--- src/rtl/branch_lut_rw.sv ---
// branch_lut_rw: writable signed-offset lookup table with init walker and PC-relative target
module branch_lut_rw #(
  parameter int IDX_W = 4,
  parameter int DATA_W = 10,
  parameter int PC_W = 12,
  parameter logic signed [DATA_W-1:0] DEFAULT0 = -408,
  parameter logic signed [DATA_W-1:0] DEFAULT_N = 1
) (
  input  logic              Clk,
  input  logic              Reset,
  input  logic              RdEn,
  input  logic [IDX_W-1:0]  RdIdx,
  input  logic [PC_W-1:0]   PC,
  output logic [DATA_W-1:0] RdData,
  output logic [PC_W-1:0]   Target,
  output logic              RdValid,
  input  logic              WrEn,
  input  logic [IDX_W-1:0]  WrIdx,
  input  logic [DATA_W-1:0] WrData,
  output logic              WrErr,
  output logic              Busy
);
  localparam int DEPTH = 2**IDX_W;
  typedef enum logic {INIT, READY} state_t;
  state_t state;
  logic [IDX_W-1:0] cnt;
  logic [DATA_W-1:0] mem [DEPTH];
  logic [DATA_W-1:0] rd_val;
  logic rd_ok, wr_ok;
  // accept only when ready; a same-index write in the same cycle bypasses into the read
  always_comb begin
    rd_ok = RdEn && state == READY;
    wr_ok = WrEn && state == READY;
    rd_val = (wr_ok && WrIdx == RdIdx) ? WrData : mem[RdIdx];
  end
  // init walker FSM plus registered read result and write-drop flag
  always_ff @(posedge Clk or posedge Reset)
    if (Reset) begin
      state <= INIT;
      cnt <= '0;
      Busy <= 1'b1;
      RdData <= '0;
      Target <= '0;
      RdValid <= 1'b0;
      WrErr <= 1'b0;
    end else begin
      RdValid <= rd_ok;
      WrErr <= WrEn && state == INIT;
      if (rd_ok) begin
        RdData <= rd_val;
        Target <= PC + PC_W'($signed(rd_val));
      end
      if (state == INIT) begin
        cnt <= cnt + 1'b1;
        if (cnt == IDX_W'(DEPTH - 1)) begin
          state <= READY;
          Busy <= 1'b0;
        end
      end
    end
  // table storage: walker owns it during init, software writes afterwards
  always_ff @(posedge Clk)
    if (state == INIT) mem[cnt] <= (cnt == '0) ? DEFAULT0 : DEFAULT_N;
    else if (wr_ok) mem[WrIdx] <= WrData;
endmodule

--- config.mk ---
export PLATFORM = sky130hd
export DESIGN_NAME = branch_lut_rw
export DESIGN_NICKNAME = d
export VERILOG_FILES = /design/src/rtl/branch_lut_rw.sv
export SDC_FILE = /design/constraint.sdc
export NUM_CORES = 1
export LEC_CHECK = 0
export ABC_AREA = 1
export BUFFER_PORTS_ARGS = -buffer_cell sky130_fd_sc_hd__buf_2
export CELL_PAD_IN_SITES_DETAIL_PLACEMENT = 0
export CELL_PAD_IN_SITES_GLOBAL_PLACEMENT = 1
export CORE_MARGIN = 4
export CORE_UTILIZATION = 25
export CTS_CLUSTER_DIAMETER = 50
export CTS_CLUSTER_SIZE = 40
export DETAILED_ROUTE_END_ITERATION = 8
export GPL_TIMING_DRIVEN = 1
export PLACE_DENSITY = 0.43
export SLEW_MARGIN = 40
export SYNTH_ARGS = -nofsm -noshare
export SYNTH_HDL_FRONTEND = slang
export SYNTH_SLANG_ARGS = --single-unit
export TNS_END_PERCENT = 1
--- constraint.sdc ---
create_clock -name Clk -period 6 [get_ports Clk]
set_input_delay 1.2 -clock Clk [delete_from_list [all_inputs] [get_ports Clk]]
set_output_delay 1.2 -clock Clk [all_outputs]
set_load 0.01 [all_outputs]
==> impl_results.md, run 1 <==
* Core Area at 32900 µm²
* Placed cells at 1226
* Antenna diodes at 0
* Setup crit end kind: flop
* Die X at 191 µm
* Synthesized net count at 796
* Cells on worst reg2reg path at 14
* # hold bufs at CTS at 0
* Fillers at 3442
* Sequential share of the synthesized area at 66.1%
* Clock tree buffer depth at 2
* Netlist cell types at 39
* I/O Pins at 59
* Minimum clock period at 3.97 ns
* Max IR drop VDD at 0.188 mV
* CTS root buf: clkbuf_16
* Synthesis-to-layout area growth at 16.5%
* GRT overflow at 0
* Post-DR wirelength/cell at 18.9 µm
* H-tree Lvls at 4
* Ranking of synthesized cells by area: edfxtp_1 (57%), dfrtp_1 (8.6%), nor2_1 (6.0%)
* Final hold slack at 0.458 ns
* Sink Count at 190
* Resized Gates After CTS at 0
* Crit Path Category: input port to flop
* Largest net degree at the start of global routing at 83
* TritonCTS buffer count at 17
* DRT iter0 DRCs at 263
* Max frequency at ~250 MHz
* Post-synthesis register bit count at 190
* Reg-to-Reg End: Target[8]
* Maxcap violations at 0
* Hold Violations, Final at 0
* List of most frequent post-synthesis cells: edfxtp_1 (160), nor2_1 (135), nand2_1 (106), o21ai_0 (87), nand3_1 (46)
* DRT Wirelength at 23.7 mm
* Hpwl dp at 15.6 mm
* Finish-stage setup viols at 0
* Row Count at between 60 and 70
* Worst Hold Launch: Busy
* Startpoint Class: input port
* Status: finished, final reports clean
* Worst-Margin Slew at ~0.76 ns
* Synth Area in XOR/XNOR at about 1.0%
* Vias in the first global route at slightly below 6000
* Reg-to-reg setup timing slack at about 2.5 ns
* Hold worst-path end: Busy
* Leak at 3.72 nW
* Synthesized area per cell at roughly 11 µm²
* TritonCTS clock tree: yes
* Pins Over Slew Limit at 0
* Sequential Area at about 5600 µm²
* Worst-path clk slew at 0.07 ns
* RSZ-0062 raised after global routing: no
* IO Port Bufs at 58
* Initial antenna violation count at 0
* Chip height at 191 µm
* Crit path max fanout at 21
* Synthesized area at 8410 µm²
* Worst Path Required at approximately 6.3 ns
* Number of synthesis warnings at 0
* First-pass DRT Iterations at 4
* Post-synth top flop: edfxtp_1
* Worst hold path class: flop to flop
* Pre-CTS WS at between 1 and 1.5 ns
* Largest family of logic cells by synthesized area: simple AND/OR/NAND/NOR gates
* WHS Path Cells at 1
* Routed Antenna Nets at 0
* Area of the multi-input gates at 2470 µm²
* First-pass GRT wire length at around 36 mm
* Worst-Skew Late Latency at 0.44 ns
* Syn Inst Count at 748
* # Post-CTS Setup Buffers at 0
* Post-Synth Adder-Cell Area at 2.17%
* Setup TNS at 0 ns
* Skew final at 0.00857 ns
* Final Instance Count excl. Fillers at 1258
* Worst reg2reg path startpoint: state
* Yosys top cell area share at between 50% and 60%
* Nets@finish at roughly 850
* Power per cell area at 307 nW/µm²
* Tcrit/Tclk final at 66.1%
* Via count at 5675
* Placer Congestion at 0.861
* Tot GR Track Use at 13.2%
* Setup WS post-layout at 2.03 ns
* EDFF count, synth at 160
* Simple-Gate Fraction of Synth Area at 14.3%
* Most common cell in the netlist: edfxtp_1
* Ys async rst share at 15.8%
* Worst EP arrival at 4.27 ns
* Largest area contributor in the netlist: edfxtp_1
* DRC at 0
* Initial cell density of the core at between 20 and 30%
* Dpl cell area at 9170 µm²
* Full die area at approximately 37000 µm²
* Max-slew headroom at 49.1%
* Post-synthesis mux area share at 0%
* Post-route cell area at 9790 µm²
* Vias per inst at 4.51
* Synth Area in Compound Gates at between 10% and 20%
* Layout cells sized above 1 at 16.9%
-- layout by cell type (no fill, tap or decap), types with 15 or more instances in the layout --
cell type  count
buf_2         58
nor2_1       123
o21ai_0       87
edfxtp_1     160
buf_4         15
nand2_1      104
o211ai_1      20
clkbuf_16     17
inv_1         40
o221ai_1      16
nand3_1       46
dfrtp_1       29
-- worst max-delay path by stage --
stage,startpoint,endpoint,depth (start not counted)
CTS,RdIdx[3],Target[11],16
floorplan,RdIdx[0],Target[9],17
global route,RdIdx[3],Target[11],16
finish,RdIdx[3],Target[8],15
detailed placement,RdIdx[3],Target[11],16
global placement,RdIdx[3],Target[11],16
-- state kept, by name (all words and copies together), names as in the netlist --
name,count
state,1
mem,160
RdData,10
RdValid,1
Busy,1
cnt,4
Target,12
WrErr,1
-- worst max-delay path, stage by stage --
cell and delay (ns):
buf_2 0.33, inv_1 0.30, o21ai_1 0.23, nor3_2 0.06, nand2_2 0.39, nor2_1 0.10
a31oi_2 0.22, ha_1 0.33, a21oi_1 0.20, o21ai_0 0.15, a21oi_1 0.26, nor2_1 0.09
nor2_1 0.12, xor2_1 0.17, o21ai_0 0.09
-- through the flow --
step,util (%),total power [mW]
global placement,27.8,1.87
finish,29.8,3.01
global route,29.8,3.15
CTS,29.8,3.05
floorplan,-,1.74
detailed placement,27.9,1.87
-- where the power goes --
| part | internal (mW) | switching (mW) | leakage [nW] | total, mW |
|---|---|---|---|---|
| clock network | 0.603 | 0.570 | 0.303 | 1.17 |
| registers | 1.47 | 0.0174 | 1.88 | 1.49 |
| logic | 0.113 | 0.235 | 1.54 | 0.348 |
| total | 2.19 | 0.823 | 3.72 | 3.01 |
-- layout make-up --
class,count,share of cell area [%]
clock buffer,17,4.34
clock inverter,15,2.01
inverter,45,1.78
multi-input combinational,475,25.3
sequential,190,56.7
tap,442,5.65
timing repair buffer,74,4.23
-- logic make-up (layout without fill, tap and decap cells) --
| logic type | count (synthesis) | count (layout) |
|---|---|---|
| and+or+nand+nor | 297 | 297 |
| DFF | 190 | 190 |
| AOI/OAI and AO/OA | 154 | 154 |
| buffers and inverters | 83 | 151 |
| adders and majority gates | 14 | 14 |
| xor gates and xnor gates | 10 | 10 |
-- layer usage --
layer | vias up | share of wire, % | GRT usage [%]
li1 | 2744 | - | -
met1 | 2804 | 49 | 18.3
met2 | 111 | 46 | 21.4
met3 | 16 | 3.8 | 2.57
met4 | 0 | 0.96 | 3.56
met5 | - | 0 | 0
Note: power is estimated with default switching activity, not from simulation.
==> run 2: changes to the inputs <==
--- a/config.mk
+++ b/config.mk
@@ -15,7 +15,7 @@
 export CTS_CLUSTER_SIZE = 40
 export DETAILED_ROUTE_END_ITERATION = 8
 export GPL_TIMING_DRIVEN = 1
-export PLACE_DENSITY = 0.43
+export PLACE_DENSITY = 0.44
 export SLEW_MARGIN = 40
 export SYNTH_ARGS = -nofsm -noshare
 export SYNTH_HDL_FRONTEND = slang
==> constraint.sdc (replaced) <==
create_clock -name Clk -period 3.3 [get_ports Clk]
set_input_delay 0.66 -clock Clk [delete_from_list [all_inputs] [get_ports Clk]]
set_output_delay 0.66 -clock Clk [all_outputs]
set_load 0.01 [all_outputs]
==> run 2 against run 1 <==
- non-clock buffer count is 64 higher
- design area is 5.7% higher
- worst setup slack worse by 1.6 ns
- largest cell class unchanged
- sequential power is 82% higher
- largest power group unchanged
==> impl_results.md, run 2 (synthesis results as in run 1) <==
* Worst-path clk slew at 0.08 ns (was 0.07 ns)
* Worst Path Required at 3.61 ns (was 6.30 ns)
* Minimum clock period at 2.88 ns
* Hpwl dp at 17.0 mm (was 15.6 mm)
* Post-route cell area at 10300 µm² (was 9790 µm²)
* First-pass GRT wire length at 37.4 mm (was 35.9 mm)
* Max-slew headroom at 56.9% (was 49.1%)
* Dpl cell area at 9770 µm² (was 9170 µm²)
* Top reg by flops: mem (unchanged)
* TritonCTS clock tree: yes (unchanged)
* Max IR drop VDD at 0.374 mV (was 0.188 mV)
* Vias in the first global route at 6040 (was 5788)
* Setup crit end kind: flop (unchanged)
* Nets@finish at 915 (was 851)
* Sequential Area at 5560 µm² (unchanged)
* Largest stage delay on the critical path at 0.30 ns (was 0.39 ns)
* Max FFs per register at 160 (unchanged)
* Area of the multi-input gates at 2440 µm² (was 2470 µm²)
* Crit Path Category: input port to flop (unchanged)
* Cells along the critical path: buf_2 -> inv_2 -> buf_12 -> o22ai_1 -> nor2_1 -> nand2_1 -> buf_12 -> buf_4 -> a31oi_2 -> ha_1 -> buf_4 -> nand2_1 -> a21oi_1 -> a211oi_1 -> nand3_1 -> nand2_1 -> a31oi_1 (was buf_2 -> inv_1 -> o21ai_1 -> nor3_2 -> nand2_2 -> nor2_1 -> a31oi_2 -> ha_1 -> a21oi_1 -> o21ai_0 -> a21oi_1 -> nor2_1 -> nor2_1 -> xor2_1 -> o21ai_0)
* Row Count at 66 (unchanged)
* Cell mode on critical path: nand2_1 (was nor2_1)
* Worst-Skew Late Latency at 0.44 ns (about the same)
* Routed Antenna Nets at 0 (unchanged)
* Full die area at 36600 µm² (unchanged)
* Placed cells at 1290 (was 1226)
* Resized Gates After CTS at 0 (unchanged)
* Die X at 191 µm (unchanged)
* Final hold slack at 0.219 ns (was 0.458 ns)
* Initial antenna violation count at 0 (unchanged)
* Skew final at 0.0201 ns (was 0.00857 ns)
* Routed length on met3 at 770 µm (was 903 µm)
* Most common library cell in the layout ignoring fill and taps: edfxtp_1 (unchanged)
* M1 wire length at 11.8 mm (was 11.6 mm)
* Largest net degree at the start of global routing at 30 (was 83)
* Tcrit/Tclk final at 87.2%
* H-tree Lvls at 4 (unchanged)
* Cells on worst reg2reg path at 16 (was 14)
* Final Instance Count excl. Fillers at 1322 (was 1258)
* DRC at 0 (unchanged)
* Setup WS post-layout at 0.421 ns (was 2.03 ns)
* # Post-CTS Setup Buffers at 0 (unchanged)
* Crit path max fanout at 15 (was 21)
* Core Area at 32900 µm² (unchanged)
* First-pass DRT Iterations at 5 (was 4)
* Pins Over Slew Limit at 0 (unchanged)
* GRT overflow at 0 (unchanged)
* Tot GR Track Use at 13.6% (was 13.2%)
* Reg-to-reg setup timing slack at 0.43 ns (was 2.48 ns)
* Worst reg2reg path startpoint: state (unchanged)
* Via count at 5896 (was 5675)
* Top Registers: mem x160, Target x12, RdData x10 (unchanged)
* Vias per inst at 4.46 (was 4.51)
* Status: finished, final reports clean (unchanged)
* Worst-Margin Slew at 0.645 ns (was 0.762 ns)
* Maxcap violations at 0 (unchanged)
* Power per cell area at 534 nW/µm² (was 307 nW/µm²)
* Placer Congestion at 0.833 (was 0.861)
* I/O Pins at 59 (unchanged)
* Clock tree buffer depth at 2 (unchanged)
* Leak at 4.08 nW (was 3.72 nW)
* Reg-to-Reg End: Target[10] (was Target[8])
* Layout cells sized above 1 at 21.4% (was 16.9%)
* Slowest-stage cell, CP: a211oi_1 (was nand2_2)
* Finish-stage setup viols at 0 (unchanged)
* Hold Violations, Final at 0 (unchanged)
* Chip height at 191 µm (unchanged)
* DRT iter0 DRCs at 352 (was 263)
* Post-DR wirelength/cell at 18.4 µm (was 18.9 µm)
* # hold bufs at CTS at 0 (unchanged)
* RSZ-0062 raised after global routing: no (unchanged)
* Sink Count at 190 (unchanged)
* Pre-CTS WS at -0.0703 ns (was 1.26 ns)
* Max frequency at 347 MHz
* DRT Wirelength at 24.3 mm (was 23.7 mm)
* Met2 WL at 11.4 mm (was 11.0 mm)
* Top Family by Delay on Critical Path: buffers and inverters (was compound AO/OA/AOI/OAI gates)
* Leading cell types in the layout, fill and taps excluded: edfxtp_1 (160), nor2_1 (134), nand2_1 (106) (was edfxtp_1 (160), nor2_1 (123), nand2_1 (104))
* CTS root buf: clkbuf_16 (unchanged)
* Synthesis-to-layout area growth at 23.1% (was 16.5%)
* IO Port Bufs at 58 (unchanged)
* Antenna diodes at 0 (unchanged)
* Startpoint Class: input port (unchanged)
* Worst hold path class: input port to async pin (was flop to flop)
* Worst EP arrival at 3.19 ns (was 4.27 ns)
* TritonCTS buffer count at 17 (unchanged)
* Top Metal Used: met4 (unchanged)
* Fillers at 3424 (was 3442)
* Buf/Inv on CP at 6 (was 2)
* Initial cell density of the core at 25.6% (unchanged)
==> run 2: cell count changes in the layout (fill, tap and decap cells not counted), sizes merged <==
| cell | delta |
|---|---|
| buf | +64 |
| clkinv | -1 |
| clkinvlp | +1 |
==> run 2: worst max-delay path by stage <==
stage / start / to / slack (ns) / depth (start not counted)
6_report: RdIdx[1] / Target[10] / 0.42 / 17
5_1_grt: RdIdx[0] / Target[9] / 0.09 / 18
4_1_cts: RdIdx[1] / Target[10] / 0.38 / 17
3_5_place_dp: RdIdx[1] / Target[10] / -0.07 / 17
3_3_place_gp: RdIdx[1] / Target[10] / -0.04 / 16
2_1_floorplan: RdIdx[0] / Target[9] / 0.46 / 17
==> run 2: layout make-up <==
type	count	share of cell area, %
flip-flops and latches	190	53.7
multi-input cells	475	23.6
repair buffers	138	10.1
well taps	442	5.34
clock buffers	17	4.11
inverters	45	1.68
clock inverters	15	1.51
==> run 2: metal layers <==
metal / track usage (%) / vias to the layer above
met2: 22.4 / 103
li1: - / 2875
met3: 2.54 / 16
met5: 0 / -
met4: 3.51 / 0
met1: 18.7 / 2902
==> run 2: where the power goes <==
group / switching, mW / internal, mW
registers: 0.0317 / 2.68
logic: 0.446 / 0.308
clock network: 0.993 / 1.07
total: 1.47 / 4.05
==> run 2: per-stage QoR <==
| stage | power [mW] | setup TNS [ns] | utilization, % |
|---|---|---|---|
| global placement | 3.52 | -0.0922 | 29.7 |
| finish | 5.52 | 0 | 31.5 |
| CTS | 5.58 | 0 | 31.5 |
| global route | 5.78 | 0 | 31.5 |
| detailed placement | 3.53 | -0.165 | 29.7 |
| floorplan | 3.16 | 0 | - |
==> run 2: worst reg2reg max path, delay by kind of cell (launching register included) <==
family	cells	cell delay [ns]
AOI/OAI and AO/OA	5	0.85
buffers and inverters	4	0.60
and+or+nand+nor	6	0.60
DFF	1	0.41
adders and majority gates	1	0.29
==> run 3: changes to the inputs <==
==> constraint.sdc (replaced) <==
create_clock -name Clk -period 2.49 [get_ports Clk]
set_input_delay 0.498 -clock Clk [delete_from_list [all_inputs] [get_ports Clk]]
set_output_delay 0.498 -clock Clk [all_outputs]
set_load 0.01 [all_outputs]
==> run 3 against run 2 <==
- the flow now finishes with violations (negative setup slack)
- register-to-register slack got worse by 0.48 ns
- non-clock buffer count increased by 10
- largest cell class unchanged
- routed wire length increased by 4.4%
- worst setup slack got worse by 0.49 ns
- die area unchanged
- global-route usage increased by 0.52 points
- critical endpoint is now Target[8]
- combinational power increased by 59%
- design area increased by 6.9%
==> impl_results.md, run 3 (synthesis results as in run 1) <==
* Layout cells sized above 1 at 29.3% (was 21.4%)
* Hpwl dp at 17.6 mm (was 17.0 mm)
* Startpoint Class: input port (unchanged)
* Vias per inst at 4.52 (was 4.46)
* Leak at 4.24 nW (was 4.08 nW)
* Max frequency at 391 MHz
* Skew final at 0.0164 ns (was 0.0201 ns)
* Cells on worst reg2reg path at 16 (unchanged)
* TritonCTS clock tree: yes (unchanged)
* Most common library cell in the layout ignoring fill and taps: edfxtp_1 (unchanged)
* Max FFs per register at 160 (unchanged)
* DRC at 0 (unchanged)
* Failing checks: negative setup slack
* Via count at 6025 (was 5896)
* Leading cell types in the layout, fill and taps excluded: edfxtp_1 (160), nor2_1 (117), nand2_1 (97) (was edfxtp_1 (160), nor2_1 (134), nand2_1 (106))
* RSZ-0062 raised after global routing: yes (was no)
* Top Registers: mem x160, Target x12, RdData x10 (unchanged)
* Crit path max fanout at 11 (was 15)
* Pins Over Slew Limit at 0 (unchanged)
* Pre-CTS WS at -0.801 ns (was -0.0703 ns)
* Die X at 191 µm (unchanged)
* Initial cell density of the core at 25.6% (unchanged)
* Fillers at 3341 (was 3424)
* Initial antenna violation count at 1 (was 0)
* Sink Count at 190 (unchanged)
* Combinational Power Share at 15.8% (was 13.7%)
* Pint at 5.58 mW (was 4.05 mW)
* DRT iter0 DRCs at 333 (was 352)
* Power, Total at 7.58 mW (was 5.52 mW)
* Tcrit/Tclk final at 103%
* Sequential share of power at 47.3% (was 49.0%)
* Worst Path Required at 2.80 ns (was 3.61 ns)
* Clock tree buffer depth at 2 (unchanged)
* Post-DR wirelength/cell at 19.0 µm (was 18.4 µm)
* Tot GR Track Use at 14.2% (was 13.6%)
* Placer Congestion at 0.811 (was 0.833)
* Max-slew headroom at 52.3% (was 56.9%)
* CTS root buf: clkbuf_16 (unchanged)
* Worst-Skew Late Latency at 0.44 ns (about the same)
* GRT overflow at 0 (unchanged)
* Vias in the first global route at 6181 (was 6040)
* Setup crit end kind: flop (unchanged)
* Status: finished, violations left (was finished, final reports clean)
* I/O Pins at 59 (unchanged)
* First-pass GRT wire length at 38.6 mm (was 37.4 mm)
* Maxcap violations at 0 (unchanged)
* Worst-Margin Slew at 0.715 ns (was 0.645 ns)
* Core Area at 32900 µm² (unchanged)
* First-pass DRT Iterations at 4 (was 5)
* Setup WS post-layout at -0.0679 ns (was 0.421 ns)
* Row Count at 66 (unchanged)
* Full die area at 36600 µm² (unchanged)
* Top reg by flops: mem (unchanged)
* Worst hold path class: input port to async pin (unchanged)
* Reg-to-reg setup timing slack at -0.05 ns (was 0.43 ns)
* # hold bufs at CTS at 0 (unchanged)
* Largest net degree at the start of global routing at 31 (was 30)
* Minimum clock period at 2.56 ns
* Nets@finish at 925 (was 915)
* Power per cell area at 686 nW/µm² (was 534 nW/µm²)
* Reg-to-Reg End: Target[9] (was Target[10])
* Worst EP arrival at 2.87 ns (was 3.19 ns)
* Worst-path clk slew at 0.07 ns (was 0.08 ns)
* Chip height at 191 µm (unchanged)
* DRT Wirelength at 25.4 mm (was 24.3 mm)
* Worst reg2reg path startpoint: state (unchanged)
* H-tree Lvls at 4 (unchanged)
* Clock share of power at 37.0% (was 37.3%)
* Switching part of the total power at 26.5% (was 26.6%)
* Crit Path Category: input port to flop (unchanged)
* Max IR drop VDD at 0.420 mV (was 0.374 mV)
* Hold Violations, Final at 0 (unchanged)
* Finish-stage setup viols at 6 (was 0)
* Antenna diodes at 0 (unchanged)
* TritonCTS buffer count at 17 (unchanged)
* Synthesis-to-layout area growth at 31.5% (was 23.1%)
* IO Port Bufs at 58 (unchanged)
* Routed Antenna Nets at 0 (unchanged)
* P_sw at 2.01 mW (was 1.47 mW)
run 3: metrics by stage:
step / TNS, ns / hold slack (ns) / cells / cell area, µm² / util, %
2_1_floorplan: -0.319 / 0.466 / 748 / 8410 / -
3_3_place_gp: -6.65 / 0.444 / 1289 / 9820 / 29.9
3_5_place_dp: -7.09 / 0.450 / 1289 / 9840 / 29.9
4_1_cts: -0.425 / 0.129 / 1329 / 11000 / 33.4
5_1_grt: -0.990 / 0.163 / 1332 / 11100 / 33.6
6_report: -0.197 / 0.135 / 1332 / 11100 / 33.6
run 3: metal layers:
layer | up-vias | wire, µm | GRT usage (%)
li1 | 2893 | - | -
met1 | 3006 | 11900 | 19.1
met2 | 103 | 12200 | 23.5
met3 | 21 | 897 | 2.63
met4 | 2 | 353 | 3.92
met5 | - | 13 | 0
run 3: power groups by stage:
stage | clock, mW | combinational, mW | sequential (mW)
2_1_floorplan | 0 | 0.496 | 3.69
3_3_place_gp | 0 | 1.00 | 3.65
3_5_place_dp | 0 | 1.01 | 3.66
4_1_cts | 2.88 | 1.18 | 3.59
5_1_grt | 3.02 | 1.32 | 3.59
6_report | 2.80 | 1.20 | 3.59
run 3: worst max-delay path by stage:
stage / cells past startpoint / slack, ns / startpoint / end
4_1_cts: 15 / -0.08 / state / Target[8]
3_3_place_gp: 17 / -0.77 / RdIdx[1] / Target[11]
3_5_place_dp: 15 / -0.80 / RdIdx[1] / Target[10]
2_1_floorplan: 17 / -0.15 / RdIdx[0] / Target[9]
5_1_grt: 15 / -0.16 / state / Target[8]
6_report: 15 / -0.07 / RdIdx[1] / Target[8]
run 3: area by class of cell:
class	instances	area, µm²	area share (%)
Clock inverter	15	174	1.57
Tap cell	442	553	5.00
Timing Repair Buffer	148	1290	11.7
Clock buffer	17	425	3.85
Multi-Input combinational cell	475	2880	26.1
Inverter	45	176	1.60
Sequential cell	190	5560	50.2
run 3: worst max-delay path, cell delays in order:
cell,delay [ns]
buf_2,0.14
inv_4,0.17
nand2_1,0.15
nand2_1,0.11
nor3_2,0.05
nand2_2,0.10
bufbuf_16,0.28
a31oi_2,0.12
ha_2,0.23
fa_2,0.43
a21oi_2,0.16
nor2_1,0.06
nor2_1,0.13
xor2_1,0.16
o21ai_1,0.07
run 3: what timing repair did:
item / CTS / global route
setup buffers: 5 / 3
gates resized for setup: 80 / 16
gates cloned: 3 / 0
pin swaps: 29 / 20
setup endpoints to repair: 9 / 8
